File: config.mk
export PLATFORM = sky130hd
export DESIGN_NAME = muldiv_unit
export DESIGN_NICKNAME = d
export VERILOG_FILES = /design/src/rtl/muldiv_unit.sv
export SDC_FILE = /design/constraint.sdc
export NUM_CORES = 1
export LEC_CHECK = 0
export ABC_CLOCK_PERIOD_IN_PS = 6090
export CAP_MARGIN = 0
export CORE_UTILIZATION = 45
export DETAILED_ROUTE_END_ITERATION = 8
export PLACE_DENSITY_LB_ADDON = 0.05
export SLEW_MARGIN = 15
export SYNTH_ARGS = -nofsm -noshare
export SYNTH_HDL_FRONTEND = slang
export SYNTH_SLANG_ARGS = --single-unit
File: constraint.sdc
create_clock -name clk -period 6.09 [get_ports clk]
set_input_delay 1.218 -clock clk [delete_from_list [all_inputs] [get_ports clk]]
set_output_delay 1.218 -clock clk [all_outputs]
set_load 0.05 [all_outputs]
File: src/rtl/muldiv_unit.sv
`default_nettype none
// ============================================================================
// Module   : muldiv_unit
// Purpose  : Iterative RV32M multiply/divide unit (shift-add multiply, restoring
//            divide); divider present only when MULDIV_DIV_EN is defined.
// Revision : 1.0 - initial release
// ============================================================================
module muldiv_unit #(
  parameter int WIDTH = 32
) (
  input  logic             clk,
  input  logic             reset,
  input  logic             start,
  input  logic [2:0]       funct3,
  input  logic [WIDTH-1:0] srcA,
  input  logic [WIDTH-1:0] srcB,
  output logic             busy,
  output logic             done,
  output logic [WIDTH-1:0] result,
  output logic             illegal
);

  localparam int c_cnt_w = $clog2(WIDTH + 1);
  localparam logic [WIDTH-1:0] c_min = {1'b1, {(WIDTH-1){1'b0}}};

  typedef enum logic [1:0] {
    S_IDLE = 2'd0,
    S_RUN  = 2'd1,
    S_FIX  = 2'd2,
    S_DONE = 2'd3
  } state_t;

  state_t             state_q, state_d;
  logic [c_cnt_w-1:0] cnt_q, cnt_d;
  logic [2:0]         op_q, op_d;
  logic               fast_q, fast_d;
  logic               neg_q, neg_d;
  logic [WIDTH-1:0]   mcand_q, mcand_d;
  logic [2*WIDTH-1:0] acc_q, acc_d;
  logic               busy_q, busy_d;
  logic               done_q, done_d;
  logic               illegal_q, illegal_d;
  logic [WIDTH-1:0]   result_q, result_d;

  logic               w_sign_a, w_sign_b, w_neg_a, w_neg_b;
  logic [WIDTH-1:0]   w_mag_a, w_mag_b;
  logic [WIDTH:0]     w_sum;
  logic [2*WIDTH-1:0] w_full;
`ifdef MULDIV_DIV_EN
  logic [WIDTH:0]     w_shift;
  logic [WIDTH-1:0]   w_diff;
  logic               w_ovf;
`endif

  // MULHSU treats srcA as signed and srcB as unsigned
  always_comb begin : p_operands
    w_sign_a = (funct3 == 3'b001) || (funct3 == 3'b010) ||
               (funct3 == 3'b100) || (funct3 == 3'b110);
    w_sign_b = (funct3 == 3'b001) || (funct3 == 3'b100) || (funct3 == 3'b110);
    w_neg_a  = w_sign_a & srcA[WIDTH-1];
    w_neg_b  = w_sign_b & srcB[WIDTH-1];
    w_mag_a  = w_neg_a ? -srcA : srcA;
    w_mag_b  = w_neg_b ? -srcB : srcB;
  end

  always_comb begin : p_next
    state_d   = state_q;
    cnt_d     = cnt_q;
    op_d      = op_q;
    fast_d    = fast_q;
    neg_d     = neg_q;
    mcand_d   = mcand_q;
    acc_d     = acc_q;
    result_d  = result_q;
    illegal_d = illegal_q;
    w_sum     = '0;
    w_full    = '0;
`ifdef MULDIV_DIV_EN
    w_shift   = '0;
    w_diff    = '0;
    w_ovf     = 1'b0;
`endif

    case (state_q)
      S_IDLE: begin
        if (start) begin
          op_d    = funct3;
          fast_d  = 1'b0;
          cnt_d   = c_cnt_w'(WIDTH);
          neg_d   = (funct3[2] && funct3[1]) ? w_neg_a : (w_neg_a ^ w_neg_b);
          mcand_d = funct3[2] ? w_mag_b : w_mag_a;
          acc_d   = {{WIDTH{1'b0}}, (funct3[2] ? w_mag_a : w_mag_b)};
          state_d = S_RUN;
`ifdef MULDIV_DIV_EN
          w_ovf = !funct3[0] && (srcA == c_min) && (&srcB);
          if (funct3[2] && ((srcB == '0) || w_ovf)) begin
            fast_d  = 1'b1;
            state_d = S_FIX;
            if (srcB == '0)
              acc_d = {{WIDTH{1'b0}}, (funct3[1] ? srcA : {WIDTH{1'b1}})};
            else
              acc_d = {{WIDTH{1'b0}}, (funct3[1] ? {WIDTH{1'b0}} : c_min)};
          end
`else
          if (funct3[2]) begin
            fast_d  = 1'b1;
            state_d = S_FIX;
            acc_d   = '0;
          end
`endif
        end
      end

      S_RUN: begin
        cnt_d = cnt_q - c_cnt_w'(1);
        if (cnt_q == c_cnt_w'(1))
          state_d = S_FIX;
        // acc = {partial product, remaining multiplier bits}
        w_sum = {1'b0, acc_q[2*WIDTH-1:WIDTH]} + (acc_q[0] ? {1'b0, mcand_q} : '0);
        acc_d = {w_sum, acc_q[WIDTH-1:1]};
`ifdef MULDIV_DIV_EN
        // acc = {partial remainder, dividend bits shifting into quotient}
        if (op_q[2]) begin
          w_shift = {acc_q[2*WIDTH-1:WIDTH], acc_q[WIDTH-1]};
          w_diff  = w_shift[WIDTH-1:0] - mcand_q;
          if (w_shift >= {1'b0, mcand_q})
            acc_d = {w_diff, acc_q[WIDTH-2:0], 1'b1};
          else
            acc_d = {w_shift[WIDTH-1:0], acc_q[WIDTH-2:0], 1'b0};
        end
`endif
      end

      S_FIX: begin
        state_d = S_DONE;
        w_full  = neg_q ? -acc_q : acc_q;
`ifdef MULDIV_DIV_EN
        illegal_d = 1'b0;
`else
        illegal_d = op_q[2];
`endif
        if (fast_q)
          result_d = acc_q[WIDTH-1:0];
        else if (op_q == 3'b000)
          result_d = w_full[WIDTH-1:0];
        else
          result_d = w_full[2*WIDTH-1:WIDTH];
`ifdef MULDIV_DIV_EN
        if (!fast_q && op_q[2]) begin
          if (op_q[1])
            result_d = neg_q ? -acc_q[2*WIDTH-1:WIDTH] : acc_q[2*WIDTH-1:WIDTH];
          else
            result_d = neg_q ? -acc_q[WIDTH-1:0] : acc_q[WIDTH-1:0];
        end
`endif
      end

      S_DONE:  state_d = S_IDLE;
      default: state_d = S_IDLE;
    endcase

    busy_d = (state_d == S_RUN) || (state_d == S_FIX);
    done_d = (state_d == S_DONE);
  end

  always_ff @(posedge clk or posedge reset) begin : p_regs
    if (reset) begin
      state_q   <= S_IDLE;
      cnt_q     <= '0;
      op_q      <= '0;
      fast_q    <= 1'b0;
      neg_q     <= 1'b0;
      mcand_q   <= '0;
      acc_q     <= '0;
      busy_q    <= 1'b0;
      done_q    <= 1'b0;
      illegal_q <= 1'b0;
      result_q  <= '0;
    end else begin
      state_q   <= state_d;
      cnt_q     <= cnt_d;
      op_q      <= op_d;
      fast_q    <= fast_d;
      neg_q     <= neg_d;
      mcand_q   <= mcand_d;
      acc_q     <= acc_d;
      busy_q    <= busy_d;
      done_q    <= done_d;
      illegal_q <= illegal_d;
      result_q  <= result_d;
    end
  end

  assign busy    = busy_q;
  assign done    = done_q;
  assign result  = result_q;
  assign illegal = illegal_q;

endmodule
`default_nettype wire

==> results by group <==
Critical path
  – WP data arrival: 4.38 ns
  – CP max stage delay: 0.83 ns
  – Critical Path Source Type: input port
  – Kind of cell adding the most delay to the critical path: simple AND/OR/NAND/NOR gates
  – R2R setup slack: 2.16 ns
  – Worst path most repeated cell: a21oi_1
  – Type of destination of the critical path: flop
  – CP cell instances: clkdlybuf4s50_1 > or4_4 > or4b_1 > nor4_1 > a21oi_1 > xnor2_1 > nor2_1 > a21oi_1 > o21ai_0
  – Buffer and inverter count on the worst path: 1
  – Critical-path top delay cell: nor4_1
  – Max FO, Critical Path: 5
  – Crit path required time: 6.39 ns
  – Critical path type: input port to flop

Drt
  – Via/cell ratio: 6.10
  – TritonRoute pass-1 iters: 7
  – Antenna Violating Nets Remaining: 0
  – Routed length per instance: 21.6 µm
  – DRC: 0
  – Initial DRC count: 1,005
  – Drt total wl: 38.1 mm
  – Vias after detailed routing: 10,744

Logic synthesis
  – Async S/R FF share, synth: 100%
  – Distinct cell type count after synthesis: 83
  – Ys Warns: 0
  – Yosys reg bits: 143
  – Post-Syn Nets: 1,484
  – Ys flop type: dfrtp_1
  – Mapped Area: 0.0111 mm²
  – Number of enable flip-flop cells after synthesis: 0
  – Seq/Total Area, Yosys: 32.3%
  – Post-Synthesis Cells: 1,376
  – Synth Area per Inst: 8.06 µm²

Timing
  – Slew Viols, Final: 0
  – Tightest Pin Transition: 1.12 ns
  – Max Fclk: 245 MHz
  – Final TNS setup: 0 ns
  – Hold Fails Final Rpt: 0
  – Final min period: 4.08 ns
  – Fin Hold WS: 0.469 ns
  – Period Utilization, post-route: 66.9%
  – RSZ-0062 raised after global routing: false
  – Final Skew: 0.0133 ns
  – Final setup fails: 0
  – Relative slew slack: 25.3%

Power
  – Maximum vdd drop: 259 µV
  – Final Power: 6530 µW
  – Leak pwr: 0.00532 µW
  – Pwr Density: 508 mW/mm²

CTS
  – Number of setup buffers added after CTS: 0
  – CTS resizes: 0
  – Reg clk slew, reported paths: 0.06 ns
  – CTS tree: done
  – Clock Sinks: 143
  – Worst skew pair latency: 0.44 ns
  – CTS max path bufs: 2
  – Hold-fix buffers, CTS: 0
  – Root Driver: clkbuf_16
  – H-Tree Depth: 4
  – Cts bufs inserted: 17

GRT
  – Total congestion overflow: 0
  – Vias in the first global route: 10,027
  – First-pass GRT wire length: 59.0 mm
  – Pin count of the biggest net entering global routing: 109
  – Total Routing Usage GR: 30.4%
  – Initial antenna violation count: 1

Finish
  – Layout cells sized above 1: 5.57%
  – Area Overhead vs Synth: 15.9%
  – Final std cells w/o fill: 1,761
  – Fillers: 2,356
  – Diodes inserted: 0
  – Design area: 0.0129 mm²
  – Area of the multi-input gates: 0.00698 mm²
  – Total area of sequential cells: 0.00358 mm²
  – Layout net count: 1,532

Floorplan
  – Core Region: 0.0242 mm²
  – Die area: 0.0253 mm²
  – Die Y: 159 µm
  – Die width: 159 µm
  – # IOs: 105
  – Floorplan row count: 57
  – Starting Density: 45.7%

Outcome
  – Status: completed

Placement
  – Post-DP Area: 0.0122 mm²
  – Final HPWL DP: 28.9 mm
  – Placed Cells: 1,729
  – Routability cong.: 0.931
  – I/O Buffers: 104

Worst hold path
  – Hold Crit Class: flop to flop

Run
  – Max_cap viols: 0
flip-flops by register name, summed over array words and instances, names as in the netlist:
register,count
illegal,1
done,1
busy,1
neg_q,1
mcand_q,32
acc_q,64
cnt_q,6
state_q,2
result,32
op_q,3
cell usage after synthesis (7+ instances only):
cell type    n  share of area (%)
a21o_1      22                1.5
o221ai_1    13                1.0
dfrtp_1    143                 32
a21oi_1     93                4.2
nand4_1      8               0.45
clkbuf_1    66                2.2
or3_1       10               0.56
o31ai_1     27                1.8
o21ai_1      7               0.32
nor4_1      19                1.1
nand2b_1    13               0.73
xnor2_1     60                4.7
a31oi_1     11               0.62
o21ai_0    167                7.5
ha_1        37                4.2
nand3_1     41                1.9
a211oi_1    13               0.88
o41ai_1     13                1.0
nor2b_1      9               0.51
nor2_1      88                3.0
and2_1      34                1.9
o21a_1       7               0.47
nand2_1    156                5.3
mux2i_1     11               0.99
a22oi_1     34                2.3
xor2_1      57                4.5
nor3_1      42                1.9
inv_1       33                1.1
or4_1        8               0.54
o211ai_1    10               0.68
logic make-up after synthesis:
kind of cell | after synthesis | synth area share (%)
AO/OA/AOI/OAI | 474 | 27.1
AND/OR/NAND/NOR | 469 | 21.0
flip-flops | 143 | 32.3
buffers and inverters | 123 | 4.92
XOR/XNOR | 117 | 9.24
adder cells (fa/ha/maj) | 38 | 4.36
multiplexers | 12 | 1.09
cell usage in the layout (no fill, tap or decap), types with 17 or more instances in the layout:
cell	Yosys	final
a21oi_1	93	93
ha_1	37	37
nand2_1	156	155
inv_1	33	32
dfrtp_1	143	143
xor2_1	57	57
and2_1	34	34
nand3_1	41	41
a21o_1	22	22
xnor2_1	60	60
a22oi_1	34	34
clkbuf_16	0	17
nor3_1	42	42
clkdlybuf4s50_1	0	104
nor4_1	19	19
o31ai_1	27	27
o21ai_0	167	167
nor2_1	88	86
layer usage:
| layer | vias to the layer above | global-route usage [%] | share of wire [%] |
|---|---|---|---|
| met2 | 391 | 46.2 | 44 |
| met4 | 2 | 13.2 | 4.0 |
| met1 | 5142 | 42.5 | 46 |
| met3 | 62 | 5.24 | 5.9 |
| met5 | - | 0 | 0.034 |
| li1 | 5147 | - | - |
metrics by stage:
step	utilization, %	worst slack, ns
2_1_floorplan	-	1.03
3_3_place_gp	50.5	1.61
3_5_place_dp	50.5	1.58
4_1_cts	53.0	2.00
5_1_grt	53.0	1.70
6_report	53.0	2.01
layout make-up:
cell class                 instances  share of cell area (%)
multi-input combinational       1110                    54.3
inverter                          34                    1.03
clock buffer                      18                    3.42
timing repair buffer             118                    8.92
tap                              324                    3.15
sequential                       143                    27.8
clock inverter                    14                    1.31
report_power, final:
part | internal (µW) | leakage, µW | switching (µW)
logic | 1250 | 0.00321 | 2260
clock network | 629 | 0.000296 | 475
registers | 1360 | 0.00181 | 564
worst paths after layout:
kind	startpoint	end	cells after the start
max	srcB[13]	mcand_q[27]	9
max in group asynchronous	reset	mcand_q[1]	3
max reg2reg	acc_q[0]	acc_q[60]	10
min	mcand_q[4]	mcand_q[4]	1
min in group asynchronous	reset	acc_q[60]	2
min reg2reg	mcand_q[4]	mcand_q[4]	1
Note: power is estimated with default switching activity, not from simulation.
